===== config.mk =====
export PLATFORM = sky130hd
export DESIGN_NAME = bitseq_multi
export DESIGN_NICKNAME = d
export VERILOG_FILES = /design/src/rtl/bitseq_multi.sv
export SDC_FILE = /design/constraint.sdc
export NUM_CORES = 1
export LEC_CHECK = 0
export CAP_MARGIN = 20
export CORE_AREA = 2 2 126 128
export CTS_BUF_LIST = sky130_fd_sc_hd__clkbuf_2
export DETAILED_ROUTE_END_ITERATION = 6
export DIE_AREA = 0 0 128 130
export DONT_BUFFER_PORTS = 1
export GPL_TIMING_DRIVEN = 0
export SKIP_CTS_REPAIR_TIMING = 1
export SLEW_MARGIN = 20
export SYNTH_ARGS = -nofsm -noshare
export SYNTH_HDL_FRONTEND = slang
export SYNTH_SLANG_ARGS = --single-unit

===== constraint.sdc =====
create_clock -name clk -period 10.3 [get_ports clk]
set_clock_uncertainty 0.15 [all_clocks]
set_input_delay 2.06 -clock clk [delete_from_list [all_inputs] [get_ports clk]]
set_output_delay 2.06 -clock clk [all_outputs]
set_load 0.02 [all_outputs]

===== src/rtl/bitseq_multi.sv =====
// bitseq_multi: multi-channel step sequencer.
// A shared divider produces step events. One step pointer walks the pattern
// in forward, reverse, ping-pong or random order. Each channel gets a
// one-cycle trigger and a gate of programmable width.
// Optional feature: define BITSEQ_MULTI_RANDOM_EN to build the LFSR and
// random mode. Without it, mode 2'b11 plays forward.
module bitseq_multi #(
    parameter int CHANNELS = 4,
    parameter int STEPS    = 16,
    parameter int DIV_W    = 24,
    localparam int SW      = $clog2(STEPS)
) (
    input  logic                      clk,
    input  logic                      rst_n,
    input  logic                      ena,
    input  logic                      restart,
    input  logic [DIV_W-1:0]          div,
    input  logic [SW-1:0]             len,
    input  logic [1:0]                mode,
    input  logic [DIV_W-1:0]          gate_len,
    input  logic [CHANNELS*STEPS-1:0] pattern,
    output logic                      tick,
    output logic [SW-1:0]             step,
    output logic [CHANNELS-1:0]       trig,
    output logic [CHANNELS-1:0]       gate
);

    typedef enum logic [1:0] {
        MODE_FWD  = 2'b00,
        MODE_REV  = 2'b01,
        MODE_PING = 2'b10,
        MODE_RND  = 2'b11
    } mode_e;

    logic [DIV_W-1:0]    div_cnt;
    logic [DIV_W-1:0]    gate_cnt;
    logic                dir_up;
    logic                primed;
    logic [DIV_W-1:0]    div_last;
    logic [SW-1:0]       nxt_step;
    logic                nxt_up;
    logic [CHANNELS-1:0] pat_bits;

    // A divide value of 0 behaves like 1: an event on every cycle.
    assign div_last = (div == '0) ? '0 : div - DIV_W'(1);

`ifdef BITSEQ_MULTI_RANDOM_EN
    logic [15:0]   lfsr;
    logic [SW-1:0] len_mask;
    logic [SW-1:0] cand;
    logic [SW-1:0] rnd_step;

    // Free-running LFSR, x^16+x^14+x^13+x^11+1; keeps running while ena is low.
    // NOTE: registers are written with <= so every flop samples the values
    // from before the edge; = here would create order-dependent simulation.
    always_ff @(posedge clk or negedge rst_n) begin
        if (!rst_n) begin
            lfsr <= 16'hACE1;
        end else begin
            lfsr <= {lfsr[14:0], lfsr[15] ^ lfsr[13] ^ lfsr[12] ^ lfsr[10]};
        end
    end

    // Fold the LFSR into 0..len: mask to the bit length of len, then fold
    // the overshoot back down. Assumes SW <= 16.
    always_comb begin
        len_mask = '0;
        for (int i = 0; i < SW; i++) begin
            len_mask = len_mask | (len >> i);
        end
        cand     = lfsr[SW-1:0] & len_mask;
        rnd_step = (cand > len) ? cand - len - SW'(1) : cand;
    end
`endif

    // Choose the step (and ping-pong direction) that the next event loads.
    // NOTE: every output of a combinational block gets a default first, so no
    // path leaves it unassigned and no latch is inferred.
    always_comb begin
        nxt_step = '0;
        nxt_up   = dir_up;
        if (!primed) begin
            case (mode_e'(mode))
                MODE_REV: begin
                    if (step > len || step == '0) nxt_step = len;
                    else                          nxt_step = step - SW'(1);
                end
                MODE_PING: begin
                    if (len == '0 || step > len) begin
                        nxt_step = '0;
                        nxt_up   = 1'b1;
                    end else if (dir_up) begin
                        if (step == len) begin
                            nxt_step = step - SW'(1);
                            nxt_up   = 1'b0;
                        end else begin
                            nxt_step = step + SW'(1);
                        end
                    end else begin
                        if (step == '0) begin
                            nxt_step = SW'(1);
                            nxt_up   = 1'b1;
                        end else begin
                            nxt_step = step - SW'(1);
                        end
                    end
                end
`ifdef BITSEQ_MULTI_RANDOM_EN
                MODE_RND: nxt_step = rnd_step;
`endif
                default: nxt_step = (step >= len) ? '0 : step + SW'(1);
            endcase
        end
    end

    // Pattern bit of the step about to be played, one per channel.
    always_comb begin
        pat_bits = '0;
        for (int ch = 0; ch < CHANNELS; ch++) begin
            pat_bits[ch] = pattern[ch*STEPS + int'(nxt_step)];
        end
    end

    // Divider, step pointer, triggers and gate timing. Restart overrides a
    // coincident step event; ena low freezes everything except tick/trig.
    always_ff @(posedge clk or negedge rst_n) begin
        if (!rst_n) begin
            div_cnt  <= '0;
            gate_cnt <= '0;
            step     <= '0;
            tick     <= 1'b0;
            trig     <= '0;
            gate     <= '0;
            dir_up   <= 1'b1;
            primed   <= 1'b1;
        end else if (restart) begin
            div_cnt  <= '0;
            gate_cnt <= '0;
            tick     <= 1'b0;
            trig     <= '0;
            gate     <= '0;
            dir_up   <= 1'b1;
            primed   <= 1'b1;
        end else if (!ena) begin
            tick <= 1'b0;
            trig <= '0;
        end else if (div_cnt == div_last) begin
            div_cnt  <= '0;
            step     <= nxt_step;
            dir_up   <= nxt_up;
            primed   <= 1'b0;
            tick     <= 1'b1;
            trig     <= pat_bits;
            gate     <= (gate_len != '0) ? pat_bits : '0;
            gate_cnt <= DIV_W'(1);
        end else begin
            div_cnt <= div_cnt + DIV_W'(1);
            tick    <= 1'b0;
            trig    <= '0;
            // Gate counter saturates at gate_len; once there the gates drop.
            // If gate_len >= div the next event reloads it first (legato).
            if (gate_cnt >= gate_len) gate     <= '0;
            else                      gate_cnt <= gate_cnt + DIV_W'(1);
        end
    end

endmodule


* Yosys cells after proc, flatten, opt, wreduce, memory -nomap -nowiden
Index checks and enable logic that the tools add are counted.
Cells by class: bitwise gates (word level) 1, reduce and logical (&&, ||, !) cells 15, muxes and demuxes 50, multiply operators 0, $add $sub $neg 8, equality and inequality tests 6, magnitude comparators 7, div/mod/pow operators 0, shifts and indexed selects 0
Operators with widths (number):
- two-way mux 24 bit | 8
- two-way mux 4 bit | 15
- adder 24 x 1 -> 24 bit, second input constant | 2
- equality test 24 bit | 1
- >= comparator 24 bit | 1
- zero test 24 bit | 1
- nonzero test 24 bit | 1
- subtractor 24 x 1 -> 24 bit, second input constant | 1
- two-way mux 1 bit | 22
- binary-select mux 1 bit (select 6 bit) | 3
- adder 6 x 4 -> 7 bit, first input constant | 2
- < comparator 7 bit, second input constant | 2
- zero test 4 bit | 2
- one-hot mux 4 bit (2 select lines) | 1
- < comparator 4 x 7 -> 1 bit, second input constant | 1
- < comparator 6 x 7 -> 1 bit, second input constant | 1
- adder 5 x 4 -> 6 bit, first input constant | 1
- AND reduction 2 bit | 3
- nonzero test 2 bit | 3
- adder 4 x 1 -> 4 bit, second input constant | 1
- binary-select mux 1 bit (select 4 bit) | 1
- equality test 4 bit | 1
- >= comparator 4 bit | 1
- greater-than comparator 4 bit | 1
- other kinds (10) | 11
Storage, ports and cells: output and inout bits 13, ROM bits 0, bits in writable memories 0, flip-flop bits (word level) 63, memories kept 0, latch bits 0

* Longest topological paths before layout
word-level depth 14, depth in mapped cells 14

* Worst setup path after synthesis
OpenSTA, ideal clock, no wires.
path type input to register, start input port len[1], end register gate[3], setup time 84 ps, arrival time 4996 ps, stages on the path 12, path slack 5070 ps, cell sequence inv_1 ha_1 nor2b_1 o31ai_1 a21oi_1 or4b_1 and3_1 clkbuf_1 mux2i_1 a2111oi_0 o31ai_1 o22ai_1
On the way: longest elaborated chain between the ends 14, elaborated cells on any way between the ends 21, classes of those cells 1 x add/sub; 2 x order compare; 1 x eq/ne; 14 x mux; 3 x reduce/logical
Ends and longest elaborated chain:
- from (decl) | RTL line 18 | input logic [SW-1:0] len,
- equality test 4 bit | RTL line 93 | if (step == len) begin
- two-way mux 4 bit | RTL line 93
- two-way mux 4 bit | RTL line 92 | end else if (dir_up) begin
- two-way mux 4 bit | RTL line 89 | if (len == '0 || step > len) begin
- one-hot mux 4 bit (2 select lines) * | RTL line 83 | case (mode_e'(mode))
- two-way mux 4 bit * | RTL line 82 | if (!primed) begin
- adder 6 x 4 -> 7 bit * | RTL line 120 | pat_bits[ch] = pattern[ch*STEPS + int'(nxt_step)];
- binary-select mux 1 bit (select 6 bit) * | RTL line 120
- two-way mux 1 bit (not written as such) * (2 in a row) | RTL line 120
- two-way mux 4 bit * | RTL line 154 | gate <= (gate_len != '0) ? pat_bits : '0;
- two-way mux 4 bit * | RTL line 147 | end else if (div_cnt == div_last) begin
- two-way mux 4 bit * | RTL line 144 | end else if (!ena) begin
- two-way mux 4 bit * | RTL line 136 | end else if (restart) begin
- to (signal assigned) | RTL line 154
- to (decl) | RTL line 25 | output logic [CHANNELS-1:0] gate
Mark *: on every way between the ends. The rest lies on a longest branch, timed or not. The select of a mux whose other input is x is not followed. A chain may end at the register's enable or synchronous reset.

* Worst setup path after layout
start input port len[1], end register gate[1]
On the way: longest elaborated chain between the ends 14, elaborated cells on any way between the ends 21, classes of those cells 1 x add/sub; 2 x order compare; 1 x eq/ne; 14 x mux; 3 x reduce/logical
Ends and longest elaborated chain (RTL line):
- equality test 4 bit | 93
- two-way mux 4 bit | 93
- two-way mux 4 bit | 92
- two-way mux 4 bit | 89
- one-hot mux 4 bit (2 select lines) * | 83
- two-way mux 4 bit * | 82
- adder 5 x 4 -> 6 bit * | 120
- binary-select mux 1 bit (select 6 bit) * | 120
- two-way mux 1 bit (not written as such) * (2 in a row) | 120
- two-way mux 4 bit * | 154
- two-way mux 4 bit * | 147
- two-way mux 4 bit * | 144
- two-way mux 4 bit * | 136
Marks and branches as above.

==> metrics.md <==
| Metric | Value |
|---|---|
| Hold WC Path Type | `reg2reg` |
| Outcome | `finished, final reports clean` |
| Area leader, netlist | `dfrtp_1` |
| Switching Share | `a little over 30%` |
| Final Cycle Share | `a little over half` |
| Comb power frac | `16.3%` |
| Met1 GRT Util | `31.9%` |
| Post-synthesis cell type count | `79` |
| # setup viols final | `0` |
| Reg clk slew, reported paths | `about 170 ps` |
| Hold Startpoint | `gate_cnt[23]` |
| R2R Path End | `gate[1]` |
| Clk root buf | `clkbuf_2` |
| DRC viols | `0` |
| WP data arrival | `approximately 6000 ps` |
| Final Non-Filler Cells | `about 1,100` |
| Chip height | `about 130 um` |
| Slew Limit Fails | `0` |
| CTS tree | `yes` |
| Gpl congestion | `around 0.90` |
| Most used routing layer | `met2` |
| Die Span X | `128 um` |
| Core Region | `approximately 0.015 sq mm` |
| Post-synth top area share | `a little under a quarter` |
| Unrepaired setup endpoints after global routing | `false` |
| Fillers | `1,595` |
| Pwr dens | `63.2 mW/mm^2` |
| Drt first pass iters | `6` |
| Crit end category | `register` |
| Hold Fails Final Rpt | `0` |
| Hold endpoint | `gate_cnt[23]` |
| Post-Route Setup TNS | `0 ps` |
| Largest cells by area after synthesis | `dfrtp_1 (23%), ha_1 (6.5%), nor2_1 (4.5%), xor2_1 (3.9%), inv_1 (3.8%)` |
| Clock power frac | `27.3%` |
| Pleak | `2.96 nW` |
| Flops & latches, synth | `63` |
| Register-to-Register Path Depth | `11` |
| Clock Tree Buf Depth | `2` |
| Synth Area in Simple Gates | `30.2%` |
| Most frequent cells in the layout | `nor2_1 (81), inv_1 (69), dfrtp_1 (61), nand3_1 (47), nand2_1 (43)` |
| Sequential share of power | `56.4%` |
| Setup CP Type | `in2reg` |
| Worst Path Max Fanout | `10` |
| Worst hold slack | `between 400 and 500 ps` |
| Flop2flop setup slack | `roughly 5600 ps` |
| YS warnings | `0` |
| Largest net degree at the start of global routing | `between 60 and 70` |
| Vias in the first global route | `about 6,300` |
| CTS sink cnt | `63` |
| Critical Path RT | `10,570 ps` |
| GRT overflow | `0` |
| Slew @ Worst Pin | `approximately 1000 ps` |
| Final core utilization | `45.7%` |
| Starting Density | `43.6%` |
| DP HPWL | `about 16,000 um` |
| Async S/R FF share, synth | `100%` |
| First-pass GRT wire length | `around 33,000 um` |
| Antenna-violating nets left | `0` |
| F_max | `~180 MHz` |
| XOR/XNOR share of the synthesized area | `around 7.8%` |
| Syn Area/Cell | `7.85 sq um` |
| Total Wirelength | `20,400 um` |
| Adder-Cell Fraction of Synth Area | `6.51%` |
| Minimum clock period | `between 5000 and 6000 ps` |
| Row cnt | `46` |
| Die area | `0.0166 sq mm` |
| Post-Syn Area | `0.00673 sq mm` |
| Drt first-iter violations | `496` |
| Post-route cell area | `between 0.007 and 0.008 sq mm` |
| Total track usage | `24.5%` |
| Worst skew pair latency | `510 ps` |
| Reg2reg start | `step[1]` |
| Int Power | `between 0.0003 and 0.0004 W` |
| Leading cell type in the layout, fill and taps excluded | `nor2_1` |
| Vias per cell | `6.25` |
| CTS H-tree depth | `3` |
| Syn Inst Count | `857` |
| CTS Buf Count | `9` |
| Nets | `~1,000` |
| Max IR drop VDD | `about 0.000052 V` |
| Largest family of logic cells by synthesized area | `simple AND/OR/NAND/NOR gates` |
| Placed cell count | `approximately 1,000` |
| Slew HR | `about a third` |
| WL per Instance | `between 15 and 20 um` |
| Sw power | `0.000137 W` |
| Grt met2 use | `roughly two fifths` |
| Share of post-route cells with drive strength above 1 | `about 5.5%` |
| Worst Hold Depth | `2` |
| Sequential share of the synthesized area | `a little under a quarter` |
| Compound-Gate Fraction of Synth Area | `around 22%` |
| Placed Area | `about 0.007 sq mm` |
| IO Count | `135` |
| Syn_nets | `around 1,000` |
| Max Cap Viol | `0` |
| DR vias | `about 6,700` |
| Area growth from synthesis to layout | `4.74%` |
| Port Buffers | `0` |
| Post-synthesis mux area share | `roughly 2.6%` |
| Synth Flop Type | `dfrtp_1` |
| CP Launch Type | `input port` |
| M3 GR Usage | `5.13%` |
| Post-synth EDFFs | `0` |
| Antenna violations before repair | `1` |
[registers in the layout, summed over array words and instances, names as in the netlist]
signal,flops
trig,4
step,4
dir_up,1
primed,1
gate,4
tick,1
gate_cnt,24
div_cnt,24
[worst max-delay path, stage by stage]
cell       delay (ps)
inv_1              20
ha_1              310
nor2b_1           150
o31ai_1           660
a21oi_1           300
or4b_1            600
and3_1            210
clkbuf_1          290
mux2i_1           200
a2111oi_0         700
o31ai_1           200
o22ai_1           150
[cells in the mapped netlist (5+ instances only)]
master     number
nand4b_1       17
a211oi_1        6
and3_1         19
buf_2          10
or4_1           9
or3_1          12
mux2i_1        15
o21a_1         12
clkbuf_1       37
and4_1          7
inv_1          69
nor2_1         81
nor3b_1         6
nand2_1        43
a21oi_1        31
xnor2_1        25
a211o_1        17
o211ai_1        5
nor4_1         12
o31ai_1        13
nand3_1        47
a21o_1          7
o21ai_1         7
xor2_1         30
o22ai_1         6
nor3_1         27
nor4_2          6
dfrtp_1        61
nor2b_1         6
nand4_1        34
or2_2           5
a221oi_1       10
o21ai_0        25
ha_1           35
nand2b_1        8
a2111oi_0      16
[how the worst max path moves through the flow]
stage / from / end / slack, ps / depth (start not counted)
floorplan: len[1] / gate[3] / 5070 / 12
global route: len[1] / gate[2] / 4390 / 12
CTS: len[1] / gate[1] / 4860 / 12
finish: len[1] / gate[1] / 4710 / 12
global placement: len[1] / gate[1] / 4330 / 12
detailed placement: len[1] / gate[1] / 4300 / 12
[per-stage QoR]
step | worst slack (ps) | total power [W]
after floorplan | 5070 | 0.000312
after global placement | 4330 | 0.000328
after detailed placement | 4300 | 0.000328
after CTS | 4860 | 0.000452
after global routing | 4390 | 0.000473
final | 4710 | 0.000446
[cell families after synthesis]
| family | after synthesis |
|---|---|
| xor+xnor | 57 |
| simple gates | 358 |
| mux | 17 |
| compound gates | 204 |
| flops | 63 |
| buf+inv | 123 |
| fa+ha+maj | 35 |
[layout make-up]
class / instances / area (sq um) / share of cell area, %
Clock buffer: 10 / 50.0 / 0.710
Clock inverter: 5 / 26.3 / 0.373
Sequential cell: 63 / 1580 / 22.4
Multi-Input combinational cell: 671 / 4670 / 66.2
Inverter: 71 / 267 / 3.78
Tap cell: 192 / 240 / 3.41
Buffer: 52 / 215 / 3.05
Antenna cell: 1 / 2.50 / 0.0355
[power groups by stage]
stage	clock, W	sequential (W)	combinational (W)
floorplan	0	0.000255	0.0000570
global placement	0	0.000256	0.0000721
detailed placement	0	0.000256	0.0000721
CTS	0.000128	0.000251	0.0000726
global route	0.000139	0.000252	0.0000818
finish	0.000122	0.000251	0.0000727
[metal layers]
layer / up-vias / wire length, um / share of wire (%)
met3: 38 / 1290 / 6.3
met1: 3124 / 9180 / 45
met4: 0 / 459 / 2.3
met2: 243 / 9410 / 46
met5: - / 0 / 0
li1: 3246 / - / -
Note: power is estimated with default switching activity, not from simulation.
